[src/rtl/dcache_wb_buffer.sv]
// dcache_wb_buffer: victim writeback engine for the data cache.
// Reads one line from the data RAM and drains it as an 8-beat AXI4 burst.
module dcache_wb_buffer #(
  parameter int unsigned INDEX_WIDTH = 7,
  parameter int unsigned TAG_WIDTH   = 20,
  parameter logic [3:0]  AXI_ID      = 4'd1
) (
  input  logic                   clk,
  input  logic                   resetn,
  input  logic                   req_valid,
  output logic                   req_ready,
  input  logic [INDEX_WIDTH-1:0] req_index,
  input  logic [TAG_WIDTH-1:0]   req_tag,
  output logic                   ram_en,
  output logic [INDEX_WIDTH-1:0] ram_rindex,
  input  logic [255:0]           ram_rdata,
  input  logic [INDEX_WIDTH-1:0] chk_index,
  input  logic [TAG_WIDTH-1:0]   chk_tag,
  output logic                   chk_hit,
  output logic [3:0]             awid,
  output logic [31:0]            awaddr,
  output logic [7:0]             awlen,
  output logic [2:0]             awsize,
  output logic [1:0]             awburst,
  output logic                   awvalid,
  input  logic                   awready,
  output logic [31:0]            wdata,
  output logic [3:0]             wstrb,
  output logic                   wlast,
  output logic                   wvalid,
  input  logic                   wready,
  input  logic                   bvalid,
  output logic                   bready,
  output logic                   busy
);

  if (TAG_WIDTH + INDEX_WIDTH + 5 != 32) begin : g_bad_width
    $error("dcache_wb_buffer: tag+index+offset must be 32 bits");
  end

  typedef enum logic [2:0] {
    IDLE,
    RD,
    AW,
    W,
    B
  } state_t;

  state_t                 state;
  state_t                 state_nxt;
  logic [2:0]             beat;
  logic [255:0]           line;
  logic [TAG_WIDTH-1:0]   tag_q;
  logic [INDEX_WIDTH-1:0] idx_q;

  always_ff @(posedge clk or negedge resetn) begin
    if (!resetn) begin
      state <= IDLE;
      beat  <= '0;
    end else begin
      state <= state_nxt;
      if (state == AW && awready) begin
        beat <= '0;
      end else if (state == W && wready) begin
        beat <= beat + 3'd1;
      end
    end
  end

  // Datapath holding registers carry no reset; they are only
  // consumed in states that are reached after being loaded.
  always_ff @(posedge clk) begin
    if (state == IDLE && req_valid) begin
      tag_q <= req_tag;
      idx_q <= req_index;
    end
    if (state == RD) begin
      line <= ram_rdata;
    end
  end

  always_comb begin
    state_nxt = state;
    req_ready = 1'b0;
    ram_en    = 1'b0;
    awvalid   = 1'b0;
    wvalid    = 1'b0;
    bready    = 1'b0;
    unique case (state)
      IDLE: begin
        req_ready = 1'b1;
        if (req_valid) begin
          ram_en    = 1'b1;
          state_nxt = RD;
        end
      end
      RD: begin
        state_nxt = AW;
      end
      AW: begin
        awvalid = 1'b1;
        if (awready) begin
          state_nxt = W;
        end
      end
      W: begin
        wvalid = 1'b1;
        if (wready && beat == 3'd7) begin
          state_nxt = B;
        end
      end
      B: begin
        bready = 1'b1;
        if (bvalid) begin
          state_nxt = IDLE;
        end
      end
      default: begin
        state_nxt = IDLE;
      end
    endcase
  end

  assign ram_rindex = req_index;

  assign awid    = AXI_ID;
  assign awaddr  = {tag_q, idx_q, 5'b0};
  assign awlen   = 8'd7;
  assign awsize  = 3'b010;
  assign awburst = 2'b01;

  // Beat 0 is the lowest-addressed word of the line.
  assign wdata = line[{beat, 5'b0} +: 32];
  assign wstrb = 4'hf;
  assign wlast = (state == W) && (beat == 3'd7);

  assign busy = (state != IDLE);

  assign chk_hit = busy
                && (chk_index == idx_q)
                && (chk_tag == tag_q);

endmodule

[config.mk]
export PLATFORM = sky130hd
export DESIGN_NAME = dcache_wb_buffer
export DESIGN_NICKNAME = d
export VERILOG_FILES = /design/src/rtl/dcache_wb_buffer.sv
export SDC_FILE = /design/constraint.sdc
export NUM_CORES = 1
export LEC_CHECK = 0
export ABC_AREA = 1
export CAP_MARGIN = 20
export CORE_MARGIN = 2
export CORE_UTILIZATION = 45
export CTS_BUF_LIST = sky130_fd_sc_hd__clkbuf_2
export DETAILED_ROUTE_END_ITERATION = 10
export PLACE_DENSITY = 0.8
export SLEW_MARGIN = 10
export SYNTH_ARGS = -nofsm -noshare
export SYNTH_HDL_FRONTEND = slang
export SYNTH_SLANG_ARGS = --single-unit
[constraint.sdc]
create_clock -name clk -period 15.9 [get_ports clk]
set_clock_uncertainty 0.05 [all_clocks]
set_input_delay 3.18 -clock clk [delete_from_list [all_inputs] [get_ports clk]]
set_output_delay 3.18 -clock clk [all_outputs]
set_load 0.005 [all_outputs]
==> impl_metrics.csv <==
group,metric,value,unit
grt,overflow,0,
drt,avgRoutedWirePerCell,18.7,um
synth,yosysWarnings,0,
place,port_buffers,389,
sta,final.min_clock_period,8190,ps
clock_network,cts_setup_buffers,0,
grt,grt_util_all_layers,23.4,%
layout,stdcell_area,0.0165,sq mm
min_path,hp-class,"reg2reg",
drt,dr_wl_met3,2990,um
floorplanning,core.rowCount,59,
sta,finalSetupTns,0,ps
synth,ys_top_cells_by_area,"edfxtp_1 72%, nand2_1 5.6%, nor2_1 4.8%, o21ai_0 4.0%, o22ai_1 3.4%",
worst_setup_path,r2r_end,"line[150]$_DFFE_PP_",
sta,clock.fmax,122,MHz
layout,fin_util,63.6,%
place,dp_hpwl,23000,um
synth,ys_seq_elements,289,
grt,grt_pass1_wl,49100,um
power,vdd_drop_max,0.0000822,V
worst_setup_path,r2r_start,"state[2]$_DFFE_PN0P_",
clock_network,tritoncts,"done",
worst_setup_path,cp_cell_sequence,"clkdlybuf4s50_1 -> inv_1 -> nand2_1 -> nand2_1 -> nor2_1 -> nand2_1 -> nor2_1 -> nand2_1 -> nor2_1 -> clkdlybuf4s50_1",
worst_setup_path,cp_slowest_stage_delay,540,ps
place,routabilityCongestion,0.912,
synth,synth.top_cell.area_share,71.9,%
worst_setup_path,cp.depth,10,
power,p_comb_share,33.6,%
synth,ys_top_cells_by_count,"283 x edfxtp_1, 175 x nand2_1, 150 x nor2_1, 95 x o21ai_0, 64 x o22ai_1",
clock_network,cts_max_level,3,
drt,ant_nets,0,
power,power.density,156,mW/mm^2
worst_setup_path,cp.arrival,4960,ps
grt,grt_pass1_vias,9064,
sta,relSlewSlack,28.5,%
power,p_switching,0.000876,W
layout,syn_to_final_growth,39.4,%
synth,yosysMostFrequentCell,"edfxtp_1",
floorplanning,initial_core_util,45.6,%
synth,async_flop_share,2.08,%
power,p_sw_share,34.2,%
floorplanning,design.core.area,0.0259,sq mm
synth,syn_avg_cell_area,12.3,sq um
floorplanning,dieArea,0.0276,sq mm
worst_setup_path,cp_top_family,"buffers and inverters",
drt,drt_iter0_drc,662,
run,maxCapViolCount,0,
worst_setup_path,cp_max_fo,2,
drt,wl_met2,16800,um
layout,fillers,2013,
worst_setup_path,critPathKind,"in2out",
worst_setup_path,critical_path_buf_inv_count,3,
synth,ys_seq_area_share,73.2,%
power,power_leakage,6.19,nW
sta,setup_viol,0,
synth,syn_inst,960,
clock_network,cts-root-buf,"clkbuf_2",
floorplanning,die_h,166,um
sta,grt_setup_unrepaired,"false",
grt,antenna_found_initial,7,
place,dp_slack,7670,ps
place,placed_area,0.0158,sq mm
floorplanning,ioPinCount,416,
synth,syn-cell-area,0.0118,sq mm
clock_network,numCtsBuffers,76,
sta,finalCritPeriodShare,51.5,%
clock_network,clkLatencyLatePin,810,ps
drt,vias_per_cell,5.08,
worst_setup_path,rr_worst_depth,5,
synth,synthFlopType,"edfxtp_1",
outcome,outcome,"finished clean",
sta,hold_viol,0,
power,clkPwrFrac,20.3,%
clock_network,hold_buffers,0,
layout,drive_gt1_share,9.58,%
synth,synth_edf_count,283,
floorplanning,chipWidth,166,um
worst_setup_path,slowest_stage,"clkdlybuf4s50_1",
power,internal_power,0.00169,W
sta,tightest_slew,1070,ps
clock_network,clock_path_buffers,3,
clock_network,cts.clk_slew.worst_paths,90,ps
synth,ys_types,23,
worst_setup_path,crit_path_start_kind,"primary input",
layout,nNetsFinal,1697,
drt,first_pass_iters,5,
clock_network,cts_sinks,289,
sta,slew_violations,0,
worst_setup_path,regToRegSetupSlack,12360,ps
synth,synth_top_cell_by_area,"edfxtp_1",
sta,timing.final.ws_setup,7710,ps
drt,vias,9007,
power,power,0.00256,W
worst_setup_path,crit_start,"chk_index[1]",
grt,grt_max_degree,86,
clock_network,ctsResizeCount,0,
drt,routed_wl,33200,um
worst_setup_path,crit_end,"chk_hit",
drt,dr.max_layer_used,"met4",
power,seqPwrFrac,46.2,%
worst_setup_path,cp-end-kind,"output pin",
worst_setup_path,required,12670,ps
drt,wl_met1,12000,um
drt,drc,0,
worst_setup_path,path_common_cell,"nand2_1",
[stage by stage]
stage	hold WS, ps	std cells
3_5_place_dp	538	1636
2_1_floorplan	470	984
5_1_grt	603	1772
3_3_place_gp	500	1636
6_report	562	1772
4_1_cts	559	1765
[flip-flops by register name (all words and copies together), names as in the netlist]
register and count:
beat 3, idx_q 7, state 3, line 256
tag_q 20
[per-layer routing]
layer	track usage, %	vias to the layer above
met5	0	-
met4	11.7	0
met3	7.39	92
met2	40.5	512
met1	26.2	4190
li1	-	4213
[cell type report]
type | count | area, sq um | share of cell area, %
multi-input cells | 565 | 2530 | 15.4
diodes | 7 | 17.5 | 0.106
well taps | 335 | 419 | 2.55
repair buffers | 399 | 3970 | 24.1
inverters | 48 | 183 | 1.11
flip-flops and latches | 289 | 8650 | 52.5
clock inverters | 14 | 124 | 0.752
clock buffers | 115 | 576 | 3.49
[worst min-delay path, cell delays in order, from the launching register on]
cell and delay [ps]:
dfrtp_1 390, nand3b_1 120, nand2_1 80
[power groups by stage]
stage          clock network (W)  registers, W  logic [W]
2_1_floorplan                  0       0.00125   0.000468
3_3_place_gp                   0       0.00119   0.000844
3_5_place_dp                   0       0.00120   0.000863
4_1_cts                 0.000538       0.00119   0.000866
5_1_grt                 0.000580       0.00120   0.000941
6_report                0.000519       0.00118   0.000860
[worst min-delay path by stage]
stage                     depth (start not counted)  slack, ps              endpoint                  from
final                                             2        560  state[2]$_DFFE_PN0P_  state[2]$_DFFE_PN0P_
after global routing                              3        600  state[0]$_DFFE_PN0P_  state[2]$_DFFE_PN0P_
after CTS                                         2        560  state[2]$_DFFE_PN0P_  state[2]$_DFFE_PN0P_
after detailed placement                          2        540  state[2]$_DFFE_PN0P_  state[2]$_DFFE_PN0P_
after global placement                            2        500  state[2]$_DFFE_PN0P_  state[2]$_DFFE_PN0P_
after floorplan                                   2        470  state[2]$_DFFE_PN0P_  state[2]$_DFFE_PN0P_
[cell usage in the layout (no fill, tap or decap), drive strengths merged]
cell / count
nand2: 175
conb: 26
o21ai: 134
nor3: 1
nand3: 2
nor3b: 1
nor2: 150
a21oi: 1
clkinv: 8
clkinvlp: 1
clkbuf: 115
o22ai: 64
xnor2: 8
bufinv: 2
nand3b: 1
dfrtp: 6
edfxtp: 283
buf: 10
ha: 2
diode: 7
inv: 51
clkdlybuf4s50: 389
[cell families (layout without fill, tap and decap cells)]
| group | after synthesis | in the layout | synth area share, % |
|---|---|---|---|
| simple gates | 330 | 330 | 10.6 |
| buf+inv | 130 | 576 | 6.23 |
| compound gates | 199 | 199 | 9.11 |
| xor+xnor | 8 | 8 | 0.593 |
| flops | 289 | 289 | 73.2 |
| other cells | 2 | 33 | 0.0636 |
| fa+ha+maj | 2 | 2 | 0.212 |
Note: power is estimated with default switching activity, not from simulation.
